[config.mk]
export PLATFORM = sky130hd
export DESIGN_NAME = id_filter_reg_ctrl
export DESIGN_NICKNAME = d
export VERILOG_FILES = /design/src/rtl/id_filter_reg_ctrl.sv
export SDC_FILE = /design/constraint.sdc
export NUM_CORES = 1
export LEC_CHECK = 0
export CORE_ASPECT_RATIO = 0.8
export CORE_MARGIN = 5
export CORE_UTILIZATION = 38
export DETAILED_ROUTE_END_ITERATION = 12
export HOLD_SLACK_MARGIN = 0.05
export PLACE_DENSITY_LB_ADDON = 0.12
export SKIP_LAST_GASP = 1
export SYNTH_ARGS = -nofsm -noshare
export SYNTH_HDL_FRONTEND = slang
export SYNTH_SLANG_ARGS = --single-unit
[constraint.sdc]
create_clock -name Clk -period 1.7 [get_ports Clk]
set_clock_uncertainty 0.05 [all_clocks]
set_input_delay 0.17 -clock Clk [delete_from_list [all_inputs] [get_ports Clk]]
set_output_delay 0.17 -clock Clk [all_outputs]
set_load 0.03 [all_outputs]
[src/rtl/id_filter_reg_ctrl.sv]
// Write controller for the ID-filter register bank: round-robin host/loader arbitration and bank clears.
// Optional host write-protect enabled by defining ID_FILTER_REG_LOCK_EN.
module id_filter_reg_ctrl #(
    parameter int unsigned WIDTH    = 32,
    parameter int unsigned NUM_REGS = 8,
    parameter int unsigned AW       = 4
) (
    input  logic                Clk,
    input  logic                nReset,
    input  logic                HostReq,
    input  logic [AW-1:0]       HostAddr,
    input  logic [WIDTH-1:0]    HostData,
    output logic                HostAck,
    input  logic                LdReq,
    input  logic [AW-1:0]       LdAddr,
    input  logic [WIDTH-1:0]    LdData,
    output logic                LdAck,
    output logic                AddrErr,
    input  logic                ClrReq,
    output logic                ClrDone,
    output logic                Busy,
    input  logic                Lock,
    output logic [NUM_REGS-1:0] RegWrite,
    output logic [WIDTH-1:0]    RegData,
    output logic                RegSyncReset
);

    typedef enum logic [1:0] {
        S_IDLE  = 2'd0,
        S_WRITE = 2'd1,
        S_CLEAR = 2'd2,
        S_DONE  = 2'd3
    } state_t;

    typedef enum logic {
        PTR_HOST = 1'b0,
        PTR_LD   = 1'b1
    } ptr_t;

    state_t              r_state, w_state_nxt;
    ptr_t                r_ptr, w_ptr_nxt;
    logic                r_clr_pend, w_clr_pend_nxt;
    logic                r_host_ack, w_host_ack_nxt;
    logic                r_ld_ack, w_ld_ack_nxt;
    logic                r_addr_err, w_addr_err_nxt;
    logic                r_clr_done, w_clr_done_nxt;
    logic                r_busy, w_busy_nxt;
    logic                r_sync_rst, w_sync_rst_nxt;
    logic [NUM_REGS-1:0] r_reg_write, w_reg_write_nxt;
    logic [WIDTH-1:0]    r_reg_data, w_reg_data_nxt;

    logic                w_host_elig;
    logic                w_ld_elig;
    logic                w_gnt_any;
    logic                w_gnt_ld;
    logic [AW-1:0]       w_gnt_addr;
    logic [WIDTH-1:0]    w_gnt_data;
    logic                w_addr_ok;
    logic [NUM_REGS-1:0] w_wr_onehot;

    // A requester whose Ack is currently high is masked so it cannot be granted twice
`ifdef ID_FILTER_REG_LOCK_EN
    assign w_host_elig = HostReq & ~r_host_ack & ~Lock;
`else
    logic w_unused_lock;
    assign w_unused_lock = Lock;
    assign w_host_elig   = HostReq & ~r_host_ack;
`endif
    assign w_ld_elig = LdReq & ~r_ld_ack;

    assign w_gnt_any   = w_host_elig | w_ld_elig;
    assign w_gnt_ld    = w_ld_elig & (~w_host_elig | (r_ptr == PTR_LD));
    assign w_gnt_addr  = w_gnt_ld ? LdAddr : HostAddr;
    assign w_gnt_data  = w_gnt_ld ? LdData : HostData;
    assign w_addr_ok   = (32'(w_gnt_addr) < NUM_REGS);
    assign w_wr_onehot = NUM_REGS'(1) << w_gnt_addr;

    // State and registered outputs
    always_ff @(posedge Clk or negedge nReset) begin
        if (!nReset) begin
            r_state     <= S_IDLE;
            r_ptr       <= PTR_HOST;
            r_clr_pend  <= 1'b0;
            r_host_ack  <= 1'b0;
            r_ld_ack    <= 1'b0;
            r_addr_err  <= 1'b0;
            r_clr_done  <= 1'b0;
            r_busy      <= 1'b0;
            r_sync_rst  <= 1'b0;
            r_reg_write <= '0;
            r_reg_data  <= '0;
        end else begin
            r_state     <= w_state_nxt;
            r_ptr       <= w_ptr_nxt;
            r_clr_pend  <= w_clr_pend_nxt;
            r_host_ack  <= w_host_ack_nxt;
            r_ld_ack    <= w_ld_ack_nxt;
            r_addr_err  <= w_addr_err_nxt;
            r_clr_done  <= w_clr_done_nxt;
            r_busy      <= w_busy_nxt;
            r_sync_rst  <= w_sync_rst_nxt;
            r_reg_write <= w_reg_write_nxt;
            r_reg_data  <= w_reg_data_nxt;
        end
    end

    // Next state; clears take priority over writes and are only launched from IDLE
    always_comb begin
        w_state_nxt     = r_state;
        w_ptr_nxt       = r_ptr;
        w_clr_pend_nxt  = r_clr_pend | ClrReq;
        w_host_ack_nxt  = 1'b0;
        w_ld_ack_nxt    = 1'b0;
        w_addr_err_nxt  = 1'b0;
        w_clr_done_nxt  = 1'b0;
        w_sync_rst_nxt  = 1'b0;
        w_reg_write_nxt = '0;
        w_reg_data_nxt  = r_reg_data;

        case (r_state)
            S_IDLE: begin
                if (r_clr_pend || ClrReq) begin
                    w_state_nxt    = S_CLEAR;
                    w_clr_pend_nxt = 1'b0;
                    w_sync_rst_nxt = 1'b1;
                end else if (w_gnt_any) begin
                    w_state_nxt     = S_WRITE;
                    w_host_ack_nxt  = ~w_gnt_ld;
                    w_ld_ack_nxt    = w_gnt_ld;
                    w_addr_err_nxt  = ~w_addr_ok;
                    w_reg_write_nxt = w_addr_ok ? w_wr_onehot : '0;
                    w_reg_data_nxt  = w_gnt_data;
                    w_ptr_nxt       = w_gnt_ld ? PTR_HOST : PTR_LD;
                end
            end
            S_WRITE: w_state_nxt = S_IDLE;
            S_CLEAR: begin
                w_state_nxt    = S_DONE;
                w_clr_done_nxt = 1'b1;
            end
            S_DONE:  w_state_nxt = S_IDLE;
            default: w_state_nxt = S_IDLE;
        endcase

        w_busy_nxt = (w_state_nxt != S_IDLE);
    end

    assign HostAck      = r_host_ack;
    assign LdAck        = r_ld_ack;
    assign AddrErr      = r_addr_err;
    assign ClrDone      = r_clr_done;
    assign Busy         = r_busy;
    assign RegSyncReset = r_sync_rst;
    assign RegWrite     = r_reg_write;
    assign RegData      = r_reg_data;

endmodule

# [Word-level counts from Yosys, hierarchy flattened]
# Cells that the tools add are included.
[word_totals] register_bits=50 in_bits=78 output_inout_bits=46
[classes] order_cmp=1 n_eq_ne=3 shifts=1 mux=24 bitwise=12 n_reduce_logical=5
[op_table] operator="$mux 32" n=1
[op_table] operator="$mux 8" n=4
[op_table] operator="$mux 1" n=15
[op_table] operator="$shl 1x4->8 const A" n=1
[op_table] operator="$not 1->1" n=6
[op_table] operator="$pmux 2 s3" n=1
[op_table] operator="$eq 2x2->1 const B" n=2
[op_table] operator="$lt 4x4->1 const B" n=1
[op_table] operator="$mux 2" n=2
[op_table] operator="$mux 4" n=1
[op_table] operator="$and 1x1->1" n=3
[op_table] operator="$or 1x1->1" n=3
[op_table] operator="$reduce_and 3->1" n=1
[op_table] operator="$eq 2x1->1 const B" n=1
[op_table] operator="$logic_not 2->1" n=1
[op_table] operator="$reduce_bool 2->1" n=1
[op_table] operator="$reduce_or 2->1" n=1
[op_table] operator="$logic_or 1x1->1" n=1

# [Longest topological paths before layout]
# Gate-level depths: netlist of run 1.
[depth] word_depth=11 mapped_depth=6

# [Least setup slack after synthesis of run 1]
# No wires, ideal clock.
[synth_timing] path_type="register to register" start="reg r_ld_ack (netlist: LdAck)" end="reg r_reg_data[16] (netlist: RegData[16])" setup_time_ns=0.132 arrival_ns=1.486 required_time_ns=1.518 setup_slack_ns=0.032 path_stages_with_launch=7 n_path_buf=2 period_less_slack_ns=1.668 cell_sequence="dfrtp_1 > nor2b_2 > a21boi_4 > buf_6 > buf_4 > mux2i_1 > o21ai_1"
[synth_via] elab_chain_len=4 word_cells_on_any_way=6
[synth_lines] element="start: declaration" line_no="44" text="logic r_ld_ack, w_ld_ack_nxt;"
[synth_lines] element="start signal: assignment" line_no="97" text="r_ld_ack <= w_ld_ack_nxt;"
[synth_lines] element="$not 1->1 (*)" line_no="69" text="assign w_ld_elig = LdReq & ~r_ld_ack;"
[synth_lines] element="$and 1x1->1 (*)" line_no="69"
[synth_lines] element="$or 1x1->1 or $and 1x1->1 (tied branches)" line_no="71, 72"
[synth_lines] element="$reduce_and 3->1 (no line) or $mux 32 (tied branches)"
[synth_lines] element="end signal: assignment" line_no="103" text="r_reg_data <= w_reg_data_nxt;"
[synth_lines] element="end: declaration" line_no="50" text="logic [WIDTH-1:0] r_reg_data, w_reg_data_nxt;"
# Mark *: on every way between the ends. The rest lies on a longest branch, timed or not.
# A chain may end at the register's enable or synchronous reset.

# [Final worst setup path of run 1]
[layout_timing] start="reg r_ld_ack (netlist: LdAck)" end="reg r_reg_write[3] (netlist: RegWrite[3])"
[layout_via] elab_chain_len=9 word_cells_on_any_way=11
[layout_lines] element="$not 1->1 (*)" line_no="69"
[layout_lines] element="$and 1x1->1 (*)" line_no="69"
[layout_lines] element="$and 1x1->1" line_no="72" text="assign w_gnt_ld = w_ld_elig & (~w_host_elig | (r_ptr == PTR_LD));"
[layout_lines] element="$mux 4" line_no="73" text="assign w_gnt_addr = w_gnt_ld ? LdAddr : HostAddr;"
[layout_lines] element="$lt 4x4->1 or $shl 1x4->8 (tied branches)" line_no="75, 76"
[layout_lines] element="$mux 8" line_no="131" text="w_reg_write_nxt = w_addr_ok ? w_wr_onehot : '0;"
[layout_lines] element="$mux 8 (*)" line_no="126" text="end else if (w_gnt_any) begin"
[layout_lines] element="$mux 8 (*)" line_no="122" text="if (r_clr_pend || ClrReq) begin"
[layout_lines] element="$mux 8 (*)" line_no="120" text="case (r_state)"
[layout_lines] element="net w_reg_write_nxt[3]" line_no="49" text="logic [NUM_REGS-1:0] r_reg_write, w_reg_write_nxt;"
[layout_lines] element="end signal: assignment" line_no="102" text="r_reg_write <= w_reg_write_nxt;"
[layout_lines] element="end: declaration" line_no="49"
# The timed path passes the listed nets; every way through them passes the cells marked *.

==> metrics.yaml, run 1 <==
outcome:
  outcome: "finished, final reports clean"
pwr:
  p_leak_nw: 1.727
  total_power_mw: 5.470
  seqPwrFrac: 0.340
  pwr-share-comb: 0.537
  worst_ir_drop_vdd_v: 0.0007489
  switchingPower_mw: 2.170
  power.density_mw_per_mm2: 1370
  sw_frac_of_total: 0.3966
  internal_power_mw: 3.300
  p_clk_frac: 0.123
die:
  die_area_sq_mm: 0.007412
  io-pin-count: 124
  die_h_um: 78.01
  rows: 24
  initial_core_util: 0.3976
  die-width_um: 95.02
  core_area_sq_mm: 0.005525
routing:
  wl_per_cell_um: 15.61
  vias: 1920
  drtIter0Drc: 45
  drc_errors: 0
  detail-route-antenna-nets: 0
  viasPerCell: 4.593
  first_pass_iters: 4
  wirelength_mm: 6.526
synth:
  syn_nets: 278
  synth_edf_count: 0
  synthArstFlopShare: 1.000
  synth_seq_cells: 50
  synthDistinctLibCells: 20
  synth_top_area_share: 0.5695
  yosys.area.top_type: "dfrtp_1"
  synth_warnings: 0
  synthTopCellsByArea: "dfrtp_1, mux2i_1, nand2_1, o21ai_1, o21ai_0"
  synth.avg_cell_area_sq_um: 10.99
  synth_flop_cell: "dfrtp_1"
  syn_inst: 200
  syn_area_sq_mm: 0.002197
  ys_seq_area_frac: 0.5695
final_layout:
  num-fill-cells: 413
  nets: 419
  syn_to_final_growth_pct: 81.78
  design_area_sq_mm: 0.003994
  drive_above_1_share: 0.1500
  seqCellArea_sq_mm: 0.001251
  multiInputGateArea_sq_mm: 0.001008
  mostFrequentLayoutCells: "clkdlybuf4s50_1, dfrtp_1, nand2_1"
  final_common_cell: "clkdlybuf4s50_1"
  antenna_cells: 0
cts:
  cts.clk_slew.worst_paths_ns: 0.08
  cts_tree: "done"
  cts_max_path_buffers: 2
  clock-sinks: 50
  htree_levels: 2
  clk_latency_ns: 0.29
  cts-root-buf: "clkbuf_8"
  cts_buffers: 5
timing:
  setup_viol: 0
  rsz0062_at_grt: "true"
  clock.fmax_mhz: 595.1
  drv_slew: 0
  timing.slew.headroom: 0.7032
  worst_slack_ns: 0.01956
  period_share: 0.9885
  tightest_slew_ns: 0.4435
  fin_crit_ns: 1.680
  hold_viol: 0
global_route:
  antenna_found_initial: 0
  track_usage: 0.1616
  grt_start_max_net_pins: 47
  grt_pass1_wl_mm: 9.232
  overflow: 0
  grt_pass1_vias: 1888
place:
  dp_slack_ns: -0.2019
  io_buffer_count: 122
  dp_hpwl_mm: 4.759
  place_area_sq_mm: 0.003643
  routabilityCongestion: 0.7021
worst_setup_path:
  crit_fanout: 5
  slowest_stage: "dfrtp_1"
  start_kind: "register"
  critical_path_class: "reg -> reg"
  worstReg2RegStart: "LdAck"
  arrival_ns: 1.83
  cp_slowest_stage_delay_ns: 0.41
  required_ns: 1.85
  endpoint_kind: "register"
  crit_start: "LdAck"
  path_cells: "nor2b_2 -> a21boi_4 -> buf_6 -> mux2_2 -> nor4_2"
min_path:
  min-delay-path-class: "in -> async"
flow_run:
  cap_violations: 0
[logic make-up after synthesis]
kind of cell | synth area share
mux | 0.1794
simple gates | 0.1310
flops | 0.5695
buf+inv | 0.03188
compound gates | 0.08827
[final timing paths]
path	to	cells past startpoint	slack [ns]
setup / recovery	RegWrite[3]	5	0.02
hold / removal	RegWrite[4]	2	0.20
setup reg to reg	RegWrite[3]	5	0.02
hold reg to reg	RegData[0]	2	0.43
max in group asynchronous	RegData[14]	3	0.94
min in group Clk	RegData[0]	2	0.43
[cell type report]
class	count	area share
well taps	78	0.02444
flip-flops and latches	50	0.3133
repair buffers	146	0.3882
inverters	1	0.0009398
clock buffers	6	0.02068
multi-input cells	137	0.2525
[routing by layer]
layer | vias up | global-route usage | share of wire
li1 | 965 | - | -
met4 | 0 | 0.04323 | 0.0069
met1 | 884 | 0.2077 | 0.42
met2 | 66 | 0.2519 | 0.48
met3 | 5 | 0.06788 | 0.094
met5 | - | 0 | 0
[synth_stat cells (all sizes together), types with 2 or more instances]
cell / number
buf: 8
mux2i: 36
nor2: 7
nor3: 2
nand2: 34
clkbuf: 4
o21ai: 34
nor4: 9
nor2b: 8
dfrtp: 50
mux2: 3
[state kept, by name, indices dropped and copies added (netlist names)]
register and cells:
ClrDone 1, RegData 32, r_ptr 1, HostAck 1, r_clr_pend 1, r_state 2, Busy 1, AddrErr 1
RegSyncReset 1, RegWrite 8, LdAck 1
[per-stage QoR]
step                utilization  TNS (ns)  hold slack, ns  std cells
floorplan                     -         0         -0.1756        200
global placement         0.6594    -4.051        -0.05476        403
detailed placement       0.6594    -5.661        -0.05091        403
CTS                      0.6762         0          0.1573        410
global route             0.7228   -0.6279          0.1970        418
finish                   0.7228         0          0.2016        418
[repair_timing]
action / 4_1_cts / 5_1_grt
setup endpoints to repair: 0 / 25
hold buffers: 1 / 0
gates resized for setup: 0 / 32
hold endpoints to repair: 50 / 0
buffers inserted: 0 / 5
[critical path: cells and delay by family (launching register included)]
kind / cells / cell delay [ns]
AO/OA/AOI/OAI: 1 / 0.30
buffers and inverters: 1 / 0.19
AND/OR/NAND/NOR: 2 / 0.28
flip-flops: 1 / 0.41
multiplexers: 1 / 0.37
[power by group through the flow]
stage	combinational (mW)	clock (mW)	sequential, mW
4_1_cts	2.74	0.696	1.85
6_report	2.94	0.675	1.86
5_1_grt	3.13	0.747	1.93
3_3_place_gp	2.70	0	1.85
3_5_place_dp	2.73	0	1.87
2_1_floorplan	0.671	0	2.63
Note: power is estimated with default switching activity, not from simulation.
==> inputs of run 2 (changes only) <==
Settings changed: TNS_END_PERCENT from default to 30.
==> metrics.yaml, run 2 (synthesized netlist as in run 1, its figures left out) <==
global_route:
  track_usage: 0.1616  # unchanged
  overflow: 0  # unchanged
  antenna_found_initial: 0  # unchanged
  grt_pass1_wl_mm: 9.232  # unchanged
  grt_pass1_vias: 1888  # unchanged
  grt_start_max_net_pins: 47  # unchanged
final_layout:
  nets: 414  # -1.2%
  stdcell_count: 413  # -1.2%
  antenna_cells: 0  # unchanged
  syn_to_final_growth_pct: 76.42
  drive_above_1_share: 0.1254  # -0.02463
  multiInputGateArea_sq_um: 975.9  # -3.2%
  final_common_cell: "clkdlybuf4s50_1"
  seqCellArea_sq_mm: 0.001251  # unchanged
  largest_reg_flops: 32  # unchanged
  mostFrequentLayoutCells: "clkdlybuf4s50_1, dfrtp_1, nand2_1"
  utilization: 0.7015  # -0.02129
  design_area_sq_mm: 0.003876  # -2.9%
  num-fill-cells: 431  # +4.4%
die:
  rows: 24  # unchanged
  die-width_um: 95.02  # unchanged
  io-pin-count: 124  # unchanged
  core_area_sq_mm: 0.005525  # unchanged
  die_area_sq_mm: 0.007412  # unchanged
  die_h_um: 78.01  # unchanged
  initial_core_util: 0.3976  # unchanged
worst_setup_path:
  path_delay_family: "flip-flops"
  required_ns: 1.85  # about the same
  arrival_ns: 1.84  # about the same
  cp_slowest_stage_delay_ns: 0.41  # about the same
  endpoint_kind: "register"
  start_kind: "register"
  crit_fanout: 5  # unchanged
  critical_path_buf_inv_count: 1  # unchanged
  path_cells: "nor2b_2 -> a21boi_4 -> buf_6 -> mux2_2 -> nor4_2"
  slowest_stage: "dfrtp_1"
  critical_path_class: "reg -> reg"
place:
  place_inst: 403  # unchanged
  place_area_sq_mm: 0.003643  # unchanged
  io_buffer_count: 122  # unchanged
  dp_hpwl_mm: 4.759  # unchanged
  routabilityCongestion: 0.7021  # unchanged
routing:
  viasPerCell: 4.642  # +1.1%
  detail-route-antenna-nets: 0  # unchanged
  drtIter0Drc: 47  # +4.4%
  first_pass_iters: 4  # unchanged
  wirelength_mm: 6.274  # -3.9%
  drc_errors: 0  # unchanged
  wl_per_cell_um: 15.19  # -2.7%
  vias: 1917  # -0.16%
timing:
  tightest_slew_ns: 0.6003  # +0.1568 ns
  fin_crit_ns: 1.693  # +0.01275 ns
  drv_slew: 0  # unchanged
  hold_viol: 0  # unchanged
  clock.fmax_mhz: 590.6  # -0.75%
  timing.slew.headroom: 0.5983  # -0.1049
  setup_viol: 0  # unchanged
  rsz0062_at_grt: "true"
  period_share: 0.9960  # +0.007501
cts:
  htree_levels: 2  # unchanged
  clk_latency_ns: 0.29  # about the same
  cts-root-buf: "clkbuf_8"
  cts_buffers: 5  # unchanged
  cts_tree: "done"
  clock-sinks: 50  # unchanged
  cts.clk_slew.worst_paths_ns: 0.08  # about the same
  cts_max_path_buffers: 2  # unchanged
pwr:
  power.density_mw_per_mm2: 1380  # +0.74%
  p_leak_nw: 1.687  # -2.3%
  worst_ir_drop_vdd_v: 0.0007380  # -1.4%
outcome:
  outcome: "finished, final reports clean"
min_path:
  min-delay-path-class: "in -> async"
flow_run:
  cap_violations: 0  # unchanged
-- run 2: cell types whose count changed in the layout (fill, tap and decap cells not counted), sizes merged --
cell    before  now
buf         21   18
clkbuf       9    7
-- run 2: metal layers --
| layer | vias to the layer above | GRT usage | routed length (um) |
|---|---|---|---|
| met2 | 72 | 0.2519 | 2944 |
| li1 | 956 | - | - |
| met1 | 884 | 0.2077 | 2662 |
| met5 | - | 0 | 0 |
| met3 | 5 | 0.06788 | 622 |
| met4 | 0 | 0.04323 | 45 |
-- run 2: final timing paths --
kind                            start           to  slack [ns]  cells after the start
max                             LdAck  RegWrite[3]       0.007                      5
min                            nReset  RegWrite[0]        0.20                      2
max reg2reg                     LdAck  RegWrite[3]       0.007                      5
min reg2reg                RegData[0]   RegData[0]        0.43                      2
max in group asynchronous      nReset  RegData[16]        0.95                      3
min in group Clk           RegData[0]   RegData[0]        0.43                      2
-- run 2: through the flow --
step / hold slack, ns / power, mW / TNS, ns / setup WS [ns]
2_1_floorplan: -0.1756 / 3.302 / 0 / 0.03162
3_3_place_gp: -0.05476 / 4.549 / -4.051 / -0.1438
3_5_place_dp: -0.05091 / 4.603 / -5.661 / -0.2019
4_1_cts: 0.1573 / 5.287 / 0 / 0.02139
5_1_grt: 0.1939 / 5.680 / -0.8492 / -0.08063
6_report: 0.1954 / 5.348 / 0 / 0.006805
-- run 2: layout make-up --
type                            count  area share
Timing Repair Buffer              141      0.3780
Sequential cell                    50      0.3228
Multi-Input combinational cell    137      0.2518
Tap cell                           78     0.02518
Clock buffer                        6     0.02130
Inverter                            1   0.0009684
-- run 2: power breakdown --
part           total, mW  switching, mW  internal (mW)
clock network      0.674          0.360          0.315
registers           1.86          0.239           1.62
logic               2.81           1.53           1.28
-- run 2: timing repair --
| item | in CTS | in global routing |
|---|---|---|
| setup buffers | 0 | 2 |
| resized for setup | 0 | 20 |
| hold buffers | 1 | 0 |
| setup endpoints to repair | 0 | 25 |
| hold endpoints to repair | 50 | 0 |
